[config.mk]
export PLATFORM = sky130hd
export DESIGN_NAME = branch_resolve_queue
export DESIGN_NICKNAME = d
export VERILOG_FILES = /design/src/rtl/branch_resolve_queue.sv
export SDC_FILE = /design/constraint.sdc
export NUM_CORES = 1
export LEC_CHECK = 0
export CAP_MARGIN = 15
export CORE_AREA = 2 2 62 64
export CTS_BUF_LIST = sky130_fd_sc_hd__clkbuf_8
export CTS_CLUSTER_SIZE = 20
export DETAILED_ROUTE_END_ITERATION = 6
export DIE_AREA = 0 0 64 66
export PLACE_DENSITY = 0.85
export SYNTH_ARGS = -nofsm -noshare
export SYNTH_HDL_FRONTEND = slang
export SYNTH_SLANG_ARGS = --single-unit
[constraint.sdc]
create_clock -name CLOCK -period 2.8 [get_ports CLOCK]
set_input_delay 0.56 -clock CLOCK [delete_from_list [all_inputs] [get_ports CLOCK]]
set_output_delay 0.56 -clock CLOCK [all_outputs]
set_load 0.02 [all_outputs]
[src/rtl/branch_resolve_queue.sv]
// In-order branch resolution queue: tracks predicted branches, drives predictor updates and mispredict flush.
// Optional mispredict counter enabled by defining BRQ_MISS_COUNT_EN.
module branch_resolve_queue #(
  parameter int DEPTH  = 4,
  parameter int ADDR_W = 3
) (
  input  logic                     CLOCK,
  input  logic                     INIT,
  input  logic                     PRED_VALID,
  input  logic [ADDR_W-1:0]        PRED_ADDR,
  input  logic                     PRED_TAKEN,
  output logic                     PRED_READY,
  input  logic                     RES_VALID,
  input  logic                     RES_TAKEN,
  output logic                     RES_READY,
  output logic                     UPD_VALID,
  output logic [ADDR_W-1:0]        UPD_ADDR,
  output logic                     UPD_OUTCOME,
  output logic                     MISPREDICT,
  output logic [$clog2(DEPTH):0]   COUNT,
  output logic [15:0]              MISSES,
  output logic                     UNDERFLOW
);

  localparam int PTR_W = $clog2(DEPTH);
  localparam int CNT_W = PTR_W + 1;
  localparam logic [CNT_W-1:0] FULL = CNT_W'(DEPTH);

  typedef enum logic {RUN, FLUSH} state_t;

  state_t              state_q, state_d;
  logic [PTR_W-1:0]    wr_ptr_q, wr_ptr_d;
  logic [PTR_W-1:0]    rd_ptr_q, rd_ptr_d;
  logic [CNT_W-1:0]    count_q, count_d;
  logic [ADDR_W:0]     mem_q [DEPTH];

  logic                upd_valid_q, upd_valid_d;
  logic [ADDR_W-1:0]   upd_addr_q, upd_addr_d;
  logic                upd_outcome_q, upd_outcome_d;
  logic                mispredict_q;
  logic                underflow_q, underflow_d;

  logic                pred_ready, res_ready;
  logic                push_acc, res_acc, mispredict;
  logic [ADDR_W-1:0]   head_addr;
  logic                head_taken;

  // Readies depend only on registered state, so no input-to-output path exists.
  assign pred_ready = (state_q == RUN) && (count_q != FULL);
  assign res_ready  = (state_q == RUN) && (count_q != '0);

  assign head_addr  = mem_q[rd_ptr_q][ADDR_W:1];
  assign head_taken = mem_q[rd_ptr_q][0];

  assign res_acc    = RES_VALID & res_ready;
  assign mispredict = res_acc & (RES_TAKEN != head_taken);
  // A push alongside a mispredicting resolve is on the wrong path.
  assign push_acc   = PRED_VALID & pred_ready & ~mispredict;

  always_comb begin
    state_d = state_q;
    case (state_q)
      RUN:     if (mispredict) state_d = FLUSH;
      FLUSH:   state_d = RUN;
      default: state_d = RUN;
    endcase
  end

  always_comb begin
    wr_ptr_d = wr_ptr_q;
    rd_ptr_d = rd_ptr_q;
    count_d  = count_q;
    if (mispredict) begin
      wr_ptr_d = '0;
      rd_ptr_d = '0;
      count_d  = '0;
    end else begin
      if (push_acc) wr_ptr_d = wr_ptr_q + PTR_W'(1);
      if (res_acc)  rd_ptr_d = rd_ptr_q + PTR_W'(1);
      case ({push_acc, res_acc})
        2'b10:   count_d = count_q + CNT_W'(1);
        2'b01:   count_d = count_q - CNT_W'(1);
        default: count_d = count_q;
      endcase
    end
  end

  always_comb begin
    upd_valid_d   = res_acc;
    upd_addr_d    = upd_addr_q;
    upd_outcome_d = upd_outcome_q;
    if (res_acc) begin
      upd_addr_d    = head_addr;
      upd_outcome_d = RES_TAKEN;
    end
    underflow_d = underflow_q |
                  (RES_VALID && (state_q == RUN) && (count_q == '0));
  end

  always_ff @(posedge CLOCK) begin
    if (INIT) begin
      state_q       <= RUN;
      wr_ptr_q      <= '0;
      rd_ptr_q      <= '0;
      count_q       <= '0;
      upd_valid_q   <= 1'b0;
      upd_addr_q    <= '0;
      upd_outcome_q <= 1'b0;
      mispredict_q  <= 1'b0;
      underflow_q   <= 1'b0;
    end else begin
      state_q       <= state_d;
      wr_ptr_q      <= wr_ptr_d;
      rd_ptr_q      <= rd_ptr_d;
      count_q       <= count_d;
      upd_valid_q   <= upd_valid_d;
      upd_addr_q    <= upd_addr_d;
      upd_outcome_q <= upd_outcome_d;
      mispredict_q  <= mispredict;
      underflow_q   <= underflow_d;
    end
  end

  // Entry storage needs no reset: pointers and count define validity.
  always_ff @(posedge CLOCK) begin
    if (push_acc) mem_q[wr_ptr_q] <= {PRED_ADDR, PRED_TAKEN};
  end

`ifdef BRQ_MISS_COUNT_EN
  logic [15:0] misses_q;
  always_ff @(posedge CLOCK) begin
    if (INIT) begin
      misses_q <= '0;
    end else if (mispredict && (misses_q != 16'hFFFF)) begin
      misses_q <= misses_q + 16'd1;
    end
  end
  assign MISSES = misses_q;
`else
  assign MISSES = 16'h0000;
`endif

  assign PRED_READY  = pred_ready;
  assign RES_READY   = res_ready;
  assign UPD_VALID   = upd_valid_q;
  assign UPD_ADDR    = upd_addr_q;
  assign UPD_OUTCOME = upd_outcome_q;
  assign MISPREDICT  = mispredict_q;
  assign COUNT       = count_q;
  assign UNDERFLOW   = underflow_q;

endmodule

## Word-level counts from Yosys, hierarchy flattened

Memory sizes are Yosys's and may differ from the RTL's. A register that Yosys moved wholly into a read port is not among the register bits.
Index checks and enable logic that the tools add are counted.

- Register bits: 15
- Bits in writable memories: 16
- Input port bits: 9
- Output and inout bits: 28
- Logic and storage cells: 40
- Memories kept: 1

- $add $sub $neg: 4
- Equality and inequality tests: 4
- Multiplexer cells: 7
- Bitwise logic cells: 7
- Reduce and logical (&&, ||, !) cells: 8

Memory list:

| name | depth | width | read ports | clocked after Yosys merged registers in | wr ports | RTL line | text |
|---|---|---|---|---|---|---|---|
| mem_q | 4 | 4 | 1 | 1 | 1 | 35 | `logic [ADDR_W:0] mem_q [DEPTH];` |

Operator list:

| cell | number |
|---|---|
| 3-bit case mux with 2 select lines | 1 |
| 2-bit by 1-bit adder with 2-bit output (second input constant) | 2 |
| 1-bit AND | 4 |
| 1-bit logical AND | 4 |
| 2-bit two-way mux | 2 |
| 3-bit by 1-bit adder with 3-bit output (second input constant) | 1 |
| 3-bit logical NOT | 1 |
| 1-bit two-way mux | 3 |
| 3-bit != test (second input constant) | 1 |
| 3-bit nonzero test | 1 |
| 3-bit by 1-bit subtractor with 3-bit output (second input constant) | 1 |
| 2-bit by 1-bit == test with 1-bit output (second input constant) | 1 |
| 2-bit == test (second input constant) | 1 |
| 1-bit inverter | 2 |
| 1-bit case mux with 2 select lines | 1 |
| 2-bit nonzero test | 1 |
| 2-bit OR reduction | 1 |
| 1-bit != test | 1 |
| 1-bit OR | 1 |

## Logic depth before layout (Yosys ltp)

Gate-level depths: netlist of run 1.

- Word-level depth: 8
- Mapped depth: 10
- Mapped depth without buffers: 10

## Worst setup path before layout of run 1

No wires, ideal clock.

- Kind: flip-flop to flip-flop
- Start point: register with a tool-made name
- End point: register count_q[2], in the netlist COUNT[2]
- Setup time: 95 ps
- Arrival: 2599 ps
- Required time: 2705 ps
- Slack: 106 ps
- Stages on the path, launching flop included: 10
- Path buffers: 0
- Period minus slack after synthesis: 2694 ps
- Path through: dfxtp_1 -> mux4_2 -> xor2_2 -> a211o_1 -> ha_1 -> inv_1 -> fa_1 -> xor2_1 -> or3_1 -> a221oi_1

RTL lines:

| item | RTL line | text |
|---|---|---|
| end signal: assignment | 115 | `count_q <= count_d;` |
| end: declaration | 34 | `logic [CNT_W-1:0] count_q, count_d;` |

## Worst setup path in the final report of run 1

- Start point: input port RES_VALID
- End point: register count_q[2], in the netlist COUNT[2]

- Longest elaborated chain between the ends: 6
- Elaborated cells between the ends (all ways): 9
- Classes of those cells: eq/ne (2); mux (1); bitwise (4); reduce/logical (2)

Ends and longest elaborated chain:

| item | RTL line | text |
|---|---|---|
| start: declaration | 13 | `input logic RES_VALID,` |
| 1-bit AND (*) | 55 | `assign res_acc = RES_VALID & res_ready;` |
| 1-bit AND | 56 | `assign mispredict = res_acc & (RES_TAKEN != head_taken);` |
| 1-bit inverter | 58 | `assign push_acc = PRED_VALID & pred_ready & ~mispredict;` |
| 1-bit AND | 58 |  |
| 2-bit by 1-bit == test with 1-bit output / 2-bit == test (equally long branches) | 80 | `case ({push_acc, res_acc})` |
| 3-bit case mux with 2 select lines / 2-bit nonzero test (equally long branches) | - |  |

Every way passes the cells marked *; elsewhere a longest branch is shown, timed or not.
A chain may end at the register's enable or synchronous reset.

==> results by group, run 1 <==
STA
  • Tcrit/Tclk final: approximately 94%
  • Slew @ Worst Pin: 0.706 ns
  • Worst setup margin: 0.156 ns
  • Worst Skew: about 0.0055 ns
  • Final-report max-slew violation count: 0
  • Sum Neg Setup Slack: 0 ns
  • Setup violators final: 0
  • Final Hold Vio Count: 0
  • Final Critical Period: between 2 and 3 ns
  • Relative slew slack: between 50 and 60%
  • RSZ-0062 raised after global routing: no
  • Fmax: 378 MHz

Cells and area
  • Share of layout cells above drive strength 1: about 18%
  • Most frequent cells in the layout: clkdlybuf4s50_1 (20), dfxtp_1 (16), conb_1 (16), edfxtp_1 (16)
  • ANT cells: 0
  • Commonest non-fill, non-tap cell in the layout: clkdlybuf4s50_1
  • Area Overhead vs Synth: 20.3%
  • Post-Layout Cell Count: 210
  • Final net count: roughly 180
  • Fill count: 299
  • Cell area after layout: approximately 1900 um2

Critical path
  • WP data required: 2.99 ns
  • Reg2reg end: COUNT[2]$_SDFFE_PP0P_
  • Flop2flop setup slack: between 0.15 and 0.2 ns
  • Crit. End Element: register
  • Reg2Reg Depth: 9
  • Largest fanout on the critical path: 4
  • Setup CP Type: in -> reg
  • Worst Setup Start Kind: primary input
  • Data arrival, critical path: between 2 and 3 ns

Global route
  • All-Layer GR Usage: 15.3%
  • Total grt overflow: 0
  • Largest net degree at the start of global routing: 17
  • First-pass GRT wire length: around 4900 um
  • Initial antenna violation count: 0
  • Vias in the first global route: 1,051

Floorplanning
  • Die width: ~64 um
  • Die Ht: between 60 and 70 um
  • Core area: roughly 3600 um2
  • I/O Pins: 37
  • Initial core utilization: about 45%
  • Die area: 4220 um2
  • FP Rows: 22

Place
  • Worst slack, placed: -0.201 ns
  • Placed insts: 202
  • Hpwl dp: 2190 um
  • # port buffers: 20
  • Placed cell area: between 1500 and 2000 um2
  • Final GP Congestion: roughly 0.8

Worst hold path
  • Hold Path Depth: 2
  • Beginning of the worst hold path: UPD_ADDR[2]$_SDFFE_PP0P_
  • Worst hold path endpoint: UPD_ADDR[2]$_SDFFE_PP0P_
  • Hold Crit Class: reg -> reg

Clock network
  • CTS root buffer: clkbuf_8
  • Clk_lat worst skew: 0.28 ns
  • CTS max path bufs: 2
  • TritonCTS buffer count: 5
  • Post-CTS Setup Inserts: 0
  • CTS tree: built
  • Clock edge transition at the registers on the reported setup and hold paths: 0.07 ns
  • Max H-tree Level: 2
  • Clock sink count: 33

Routing
  • DRC errors left: 0
  • ANT nets after route: 0
  • Starting DRC count in detailed routing: 80
  • Routed wire length: 2970 um
  • DRT Pass-1 Iters: 4
  • Via-to-Cell Ratio: ~5.2
  • Via count: ~1,100
  • WL/cell: 14.1 um

Yosys
  • Yosys cell types: 31
  • Synth warn: 0
  • Synthesized area per cell: around 12 um2
  • Cells after Synth: about 130
  • Synthesized cell area: ~1600 um2
  • Register area share after synthesis: between 50 and 60%
  • Yosys reg bits: 33

Run
  • Max Cap Viol: 0

Power and ir drop
  • Pint: roughly 1100 uW
  • PD cells: 906 nW/um2
  • Flop pwr share: roughly two fifths
  • Comb pwr share: 41.4%
  • Psw: between 600 and 700 uW
  • Sw Ratio: about 37%
  • Clock share of power: just under 20%
  • Peak supply drop: between 300 and 400 uV
  • P_leak: approximately 0.0007 uW

Status
  • Status: completed
## timing repair
item                                   in CTS  in global routing
setup endpoints to repair                   0                  1
hold buffers                                0                  0
gates resized for setup                     0                  4
endpoints found under the hold margin       0                  0
## metal layers
metal,global-route usage (%),up-vias,wire length [um]
met1,17.8,533,1220
met3,5.11,7,182
met5,0,-,0
li1,-,510,-
met4,4.89,0,21
met2,26.7,49,1550
## Yosys cell counts
master / count / share of area, %
nand2b_1: 2 / 0.79
nand3b_1: 1 / 0.47
a211o_1: 1 / 0.55
a21oi_1: 10 / 3.2
fa_1: 1 / 1.3
edfxtp_1: 16 / 30
ha_1: 5 / 3.9
or3_1: 4 / 1.6
conb_1: 1 / 0.24
buf_1: 1 / 0.24
buf_4: 16 / 7.6
o21ai_0: 9 / 2.8
a211oi_2: 2 / 1.6
or3b_2: 1 / 0.55
nor3b_2: 2 / 1.6
a221oi_2: 2 / 1.9
nand2_2: 1 / 0.39
nor3_1: 1 / 0.31
clkbuf_1: 1 / 0.24
xor2_2: 1 / 1.0
xor2_1: 2 / 1.1
buf_6: 2 / 1.4
nor2_1: 5 / 1.2
mux4_1: 3 / 5.0
nor2b_1: 2 / 0.79
mux4_2: 1 / 1.4
a221oi_1: 4 / 2.2
inv_1: 6 / 1.4
nor3b_1: 1 / 0.47
nand3_1: 10 / 3.2
dfxtp_1: 17 / 21
## power groups by stage
stage	sequential, uW	clock (uW)	combinational, uW
2_1_floorplan	710	0	431
3_3_place_gp	667	0	676
3_5_place_dp	676	0	710
4_1_cts	666	349	714
5_1_grt	679	374	775
6_report	669	345	716
## how the worst max path moves through the flow
stage | endpoint | start | slack (ns) | depth (start not counted)
final | COUNT[2]$_SDFFE_PP0P_ | RES_VALID | 0.16 | 11
after global routing | COUNT[2]$_SDFFE_PP0P_ | RES_VALID | 0.009 | 11
after CTS | COUNT[2]$_SDFFE_PP0P_ | RES_VALID | 0.05 | 11
after detailed placement | COUNT[2]$_SDFFE_PP0P_ | RES_VALID | -0.20 | 11
after global placement | COUNT[2]$_SDFFE_PP0P_ | RES_VALID | -0.13 | 11
after floorplan | COUNT[2]$_SDFFE_PP0P_ | register | 0.11 | 9
## stage by stage
stage               utilization, %  hold WS [ns]  total power, uW
finish                        53.8         0.477             1730
global route                  53.8         0.499             1830
CTS                           53.5         0.479             1730
detailed placement            51.1         0.464             1390
global placement              51.1         0.449             1340
floorplan                        -         0.466             1140
## area by class of cell
type,count,area [um2],share of cell area (%)
repair buffers,28,260,13.6
well taps,48,60.1,3.15
inverters,6,22.5,1.18
flip-flops and latches,33,822,43.1
clock inverters,3,17.5,0.917
clock buffers,5,68.8,3.60
multi-input cells,87,658,34.5
## critical path, cell delays in order
cell and delay, ns:
clkdlybuf4s50_1 0.51, nor2b_4 0.17, nand2_2 0.07, inv_2 0.09, a211o_1 0.12, ha_1 0.16, inv_1 0.05, fa_1 0.38
xor2_1 0.16, or3_1 0.31, a221oi_1 0.26
## logic make-up (layout without fill, tap and decap cells)
kind of cell | Yosys count | count (layout) | share of synthesized area, %
AOI/OAI and AO/OA | 28 | 28 | 12.2
xor gates and xnor gates | 3 | 3 | 2.13
buffers and inverters | 26 | 42 | 10.9
other | 1 | 16 | 0.236
DFF | 33 | 33 | 51.7
muxes | 4 | 4 | 6.38
adders and majority gates | 6 | 6 | 5.20
and+or+nand+nor | 30 | 30 | 11.3
## state kept, by name (all words and copies together), names as in the netlist, named ones only
name / flops
UPD_ADDR: 3
COUNT: 3
mem_q: 16
UPD_VALID: 1
UPD_OUTCOME: 1
wr_ptr_q: 2
state_q: 1
rd_ptr_q: 2
UNDERFLOW: 1
MISPREDICT: 1
No activity file was read; power rests on OpenSTA's default activity.
==> inputs of run 2 (changes only) <==
--- a/config.mk
+++ b/config.mk
@@ -5,13 +5,15 @@
 export SDC_FILE = /design/constraint.sdc
 export NUM_CORES = 1
 export LEC_CHECK = 0
+export ABC_AREA = 1
 export CAP_MARGIN = 15
-export CORE_AREA = 2 2 62 64
+export CORE_AREA = 2 2 61 63
 export CTS_BUF_LIST = sky130_fd_sc_hd__clkbuf_8
 export CTS_CLUSTER_SIZE = 20
 export DETAILED_ROUTE_END_ITERATION = 6
-export DIE_AREA = 0 0 64 66
-export PLACE_DENSITY = 0.85
+export DIE_AREA = 0 0 63 65
+export PLACE_DENSITY = 0.84
+export SKIP_CTS_REPAIR_TIMING = 1
 export SYNTH_ARGS = -nofsm -noshare
 export SYNTH_HDL_FRONTEND = slang
 export SYNTH_SLANG_ARGS = --single-unit
==> run 2 against run 1 <==
Hold slack got worse by 0.0030 ns; flip-flop and latch count unchanged; global-route usage shrank 1.8 points; routed wire length down 17%; synthesized cell count increased by 16%; clock skew fell by 0.00086 ns; total power increased by 2.6%; critical path type unchanged.
==> results by group, run 2 <==
STA
  • Final-report max-slew violation count: 0 (unchanged)
  • Tcrit/Tclk final: 85.6% (-8.8 points)
  • Worst Skew: 0.00463 ns (-0.000864 ns)
  • Fmax: 417 MHz (+10%)
  • Sum Neg Setup Slack: 0 ns (unchanged)
  • Final Critical Period: 2.40 ns (-0.246 ns)
  • Setup violators final: 0 (unchanged)
  • Final Hold Vio Count: 0 (unchanged)
  • RSZ-0062 raised after global routing: no

Power and ir drop
  • P_leak: 0.000695 uW (-0.41%)
  • Sw Ratio: 37.8% (+1.1 points)
  • Peak supply drop: 315 uV (-3.3%)
  • Pint: 1100 uW (+0.83%)
  • Flop pwr share: 40.8% (+2.1 points)
  • Psw: 670 uW (+5.7%)
  • PD cells: 1010 nW/um2 (+11%)
  • Clock share of power: 19.0% (-0.9 points)
  • Comb pwr share: 40.2% (-1.2 points)
  • Tot Pwr: 1770 uW (+2.6%)

Place
  • Final GP Congestion: 0.817 (+2.0%)
  • Hpwl dp: 1860 um (-15%)
  • # port buffers: 20 (unchanged)
  • Placed cell area: 1680 um2 (-7.3%)
  • Placed insts: 219 (+8.4%)

Clock network
  • CTS tree: built
  • Clk_lat worst skew: 0.29 ns (about the same)
  • CTS root buffer: clkbuf_8
  • CTS max path bufs: 2 (unchanged)
  • Max H-tree Level: 2 (unchanged)
  • Clock edge transition at the registers on the reported setup and hold paths: 0.06 ns (about the same)
  • Clock sink count: 33 (unchanged)
  • TritonCTS buffer count: 5 (unchanged)

Yosys
  • Synthesized area per cell: 9.82 um2 (-19%)
  • Synthesized cell area: 1490 um2 (-6.0%)
  • Top cell type's share of synthesized area: 32.2% (+1.9 points)
  • Yosys reg bits: 33 (unchanged)
  • Synth async-reset ratio: 0% (unchanged)
  • Synth area leaders: edfxtp_1 (32%), dfxtp_1 (23%), buf_4 (8.0%)
  • Yosys cell types: 24 (-23%)
  • Register area share after synthesis: 55.0% (+3.3 points)
  • Commonest cells in the netlist: nor2_1 (27), dfxtp_1 (17), buf_4 (16), edfxtp_1 (16), inv_1 (15)
  • Commonest register cell after synthesis: dfxtp_1
  • Cells after Synth: 152 (+16%)
  • Synth warn: 0 (unchanged)
  • Top-count cell post-synth: nor2_1
  • Post-synth top area cell: edfxtp_1
  • Number of flops mapped to enable cells by yosys: 16 (unchanged)

Cells and area
  • Multi-input gate area: 526 um2 (-20%)
  • Largest Register: mem_q
  • Commonest non-fill, non-tap cell in the layout: nor2_1
  • Final design utilization: 50.5% (-3.3 points)
  • Most frequent cells in the layout: nor2_1 (27), clkdlybuf4s50_1 (20), dfxtp_1 (17)
  • Cell area after layout: 1760 um2 (-7.6%)
  • Area Overhead vs Synth: 18.2%
  • Reg area: 821 um2 (-0.15%)
  • Largest register FFs: 16 (unchanged)
  • ANT cells: 0 (unchanged)
  • Final net count: 193 (+9.7%)
  • Post-Layout Cell Count: 227 (+8.1%)
  • Fill count: 323 (+8.0%)
  • Share of layout cells above drive strength 1: 10.1% (-7.8 points)

Run
  • Max Cap Viol: 0 (unchanged)

Critical path
  • Flop2flop setup slack: 0.44 ns (+0.27 ns)
  • Data arrival, critical path: 2.62 ns (-0.21 ns)
  • Crit. End Element: register
  • Largest fanout on the critical path: 5 (+1)
  • WP data required: 3.02 ns (+0.03 ns)
  • Worst Setup Start Kind: primary input
  • Reg2Reg Depth: 13 (+4)
  • Reg2reg end: COUNT[2]$_SDFFE_PP0P_
  • Setup CP Type: in -> reg

Floorplanning
  • FP Rows: 22 (unchanged)
  • Initial core utilization: 42.7% (-2.0 points)
  • Die width: 63 um (-1.6%)
  • Die Ht: 65 um (-1.5%)
  • I/O Pins: 37 (unchanged)
  • Core area: 3500 um2 (-1.6%)
  • Die area: 4100 um2 (-3.1%)

Routing
  • Via count: 983 (-11%)
  • ANT nets after route: 0 (unchanged)
  • DRT Pass-1 Iters: 4 (unchanged)
  • WL/cell: 10.8 um (-23%)
  • Via-to-Cell Ratio: 4.33 (-17%)
  • Starting DRC count in detailed routing: 23 (-71%)
  • Routed wire length: 2460 um (-17%)
  • DRC errors left: 0 (unchanged)

Worst hold path
  • Hold Path Depth: 2 (unchanged)
  • Hold Crit Class: reg -> reg
  • Worst hold path endpoint: UNDERFLOW$_SDFF_PP0_
  • Beginning of the worst hold path: UNDERFLOW$_SDFF_PP0_

Global route
  • Vias in the first global route: 894 (-15%)
  • Initial antenna violation count: 0 (unchanged)
  • First-pass GRT wire length: 4020 um (-18%)
  • All-Layer GR Usage: 13.5% (-1.8 points)
  • Total grt overflow: 0 (unchanged)
  • Largest net degree at the start of global routing: 12 (-5)

Status
  • Status: completed
[run 2: cell count changes after synthesis, sizes merged, moves of 5 or more]
| cell | change |
|---|---|
| nand2 | +13 |
| nand3 | -5 |
| nor2 | +23 |
| a221oi | -6 |
| inv | +10 |
[run 2: critical path, stage by stage]
cell and delay, ns:
clkdlybuf4s50_1 0.47, nand2_1 0.09, nor2_4 0.12, nand3_2 0.09, nand2_1 0.16, ha_1 0.17
inv_1 0.07, fa_1 0.37, a21oi_1 0.14, o21ai_0 0.11, xor2_1 0.15, nor2_1 0.12
[run 2: cells by family after synthesis]
| family | after synthesis | share of synthesized area (%) |
|---|---|---|
| fa+ha+maj | 6 | 5.53 |
| simple gates | 52 | 15.8 |
| xor+xnor | 2 | 1.17 |
| compound gates | 24 | 8.63 |
| buf+inv | 34 | 13.6 |
| other cells | 1 | 0.251 |
| flops | 33 | 55.0 |
[run 2: per-stage QoR]
step                      hold WS, ns  worst slack (ns)
after floorplan                 0.458             0.496
after global placement          0.456             0.195
after detailed placement        0.461             0.129
after CTS                       0.475             0.428
after global routing            0.513             0.183
final                           0.474             0.402
[run 2: metal layers]
metal / up-vias / wire length (um) / global-route usage (%)
li1: 515 / - / -
met1: 427 / 1110 / 15.9
met2: 35 / 1130 / 20.1
met3: 6 / 147 / 5.56
met4: 0 / 77 / 9.17
met5: - / 0 / 0
[run 2: final cells by class]
cell class,count,share of cell area [%]
Tap cell,48,3.40
Multi-Input combinational cell,100,29.8
Inverter,16,3.40
Clock buffer,5,3.90
Clock inverter,3,0.780
Sequential cell,33,46.5
Timing Repair Buffer,22,12.2
[run 2: worst max path at each step]
| stage | startpoint | to | slack (ns) | depth (start not counted) |
|---|---|---|---|---|
| 6_report | RES_VALID | COUNT[2]$_SDFFE_PP0P_ | 0.40 | 12 |
| 5_1_grt | register | COUNT[2]$_SDFFE_PP0P_ | 0.18 | 13 |
| 4_1_cts | RES_VALID | COUNT[2]$_SDFFE_PP0P_ | 0.43 | 12 |
| 3_5_place_dp | RES_VALID | COUNT[2]$_SDFFE_PP0P_ | 0.13 | 12 |
| 3_3_place_gp | RES_VALID | COUNT[2]$_SDFFE_PP0P_ | 0.19 | 12 |
| 2_1_floorplan | COUNT[0]$_SDFFE_PP0P_ | COUNT[1]$_SDFFE_PP0P_ | 0.50 | 10 |
[run 2: power by group through the flow]
| stage | Combinational, uW | Clock [uW] | Sequential (uW) |
|---|---|---|---|
| 2_1_floorplan | 455 | 0 | 769 |
| 3_3_place_gp | 690 | 0 | 730 |
| 3_5_place_dp | 716 | 0 | 733 |
| 4_1_cts | 718 | 348 | 724 |
| 5_1_grt | 792 | 363 | 743 |
| 6_report | 713 | 338 | 724 |
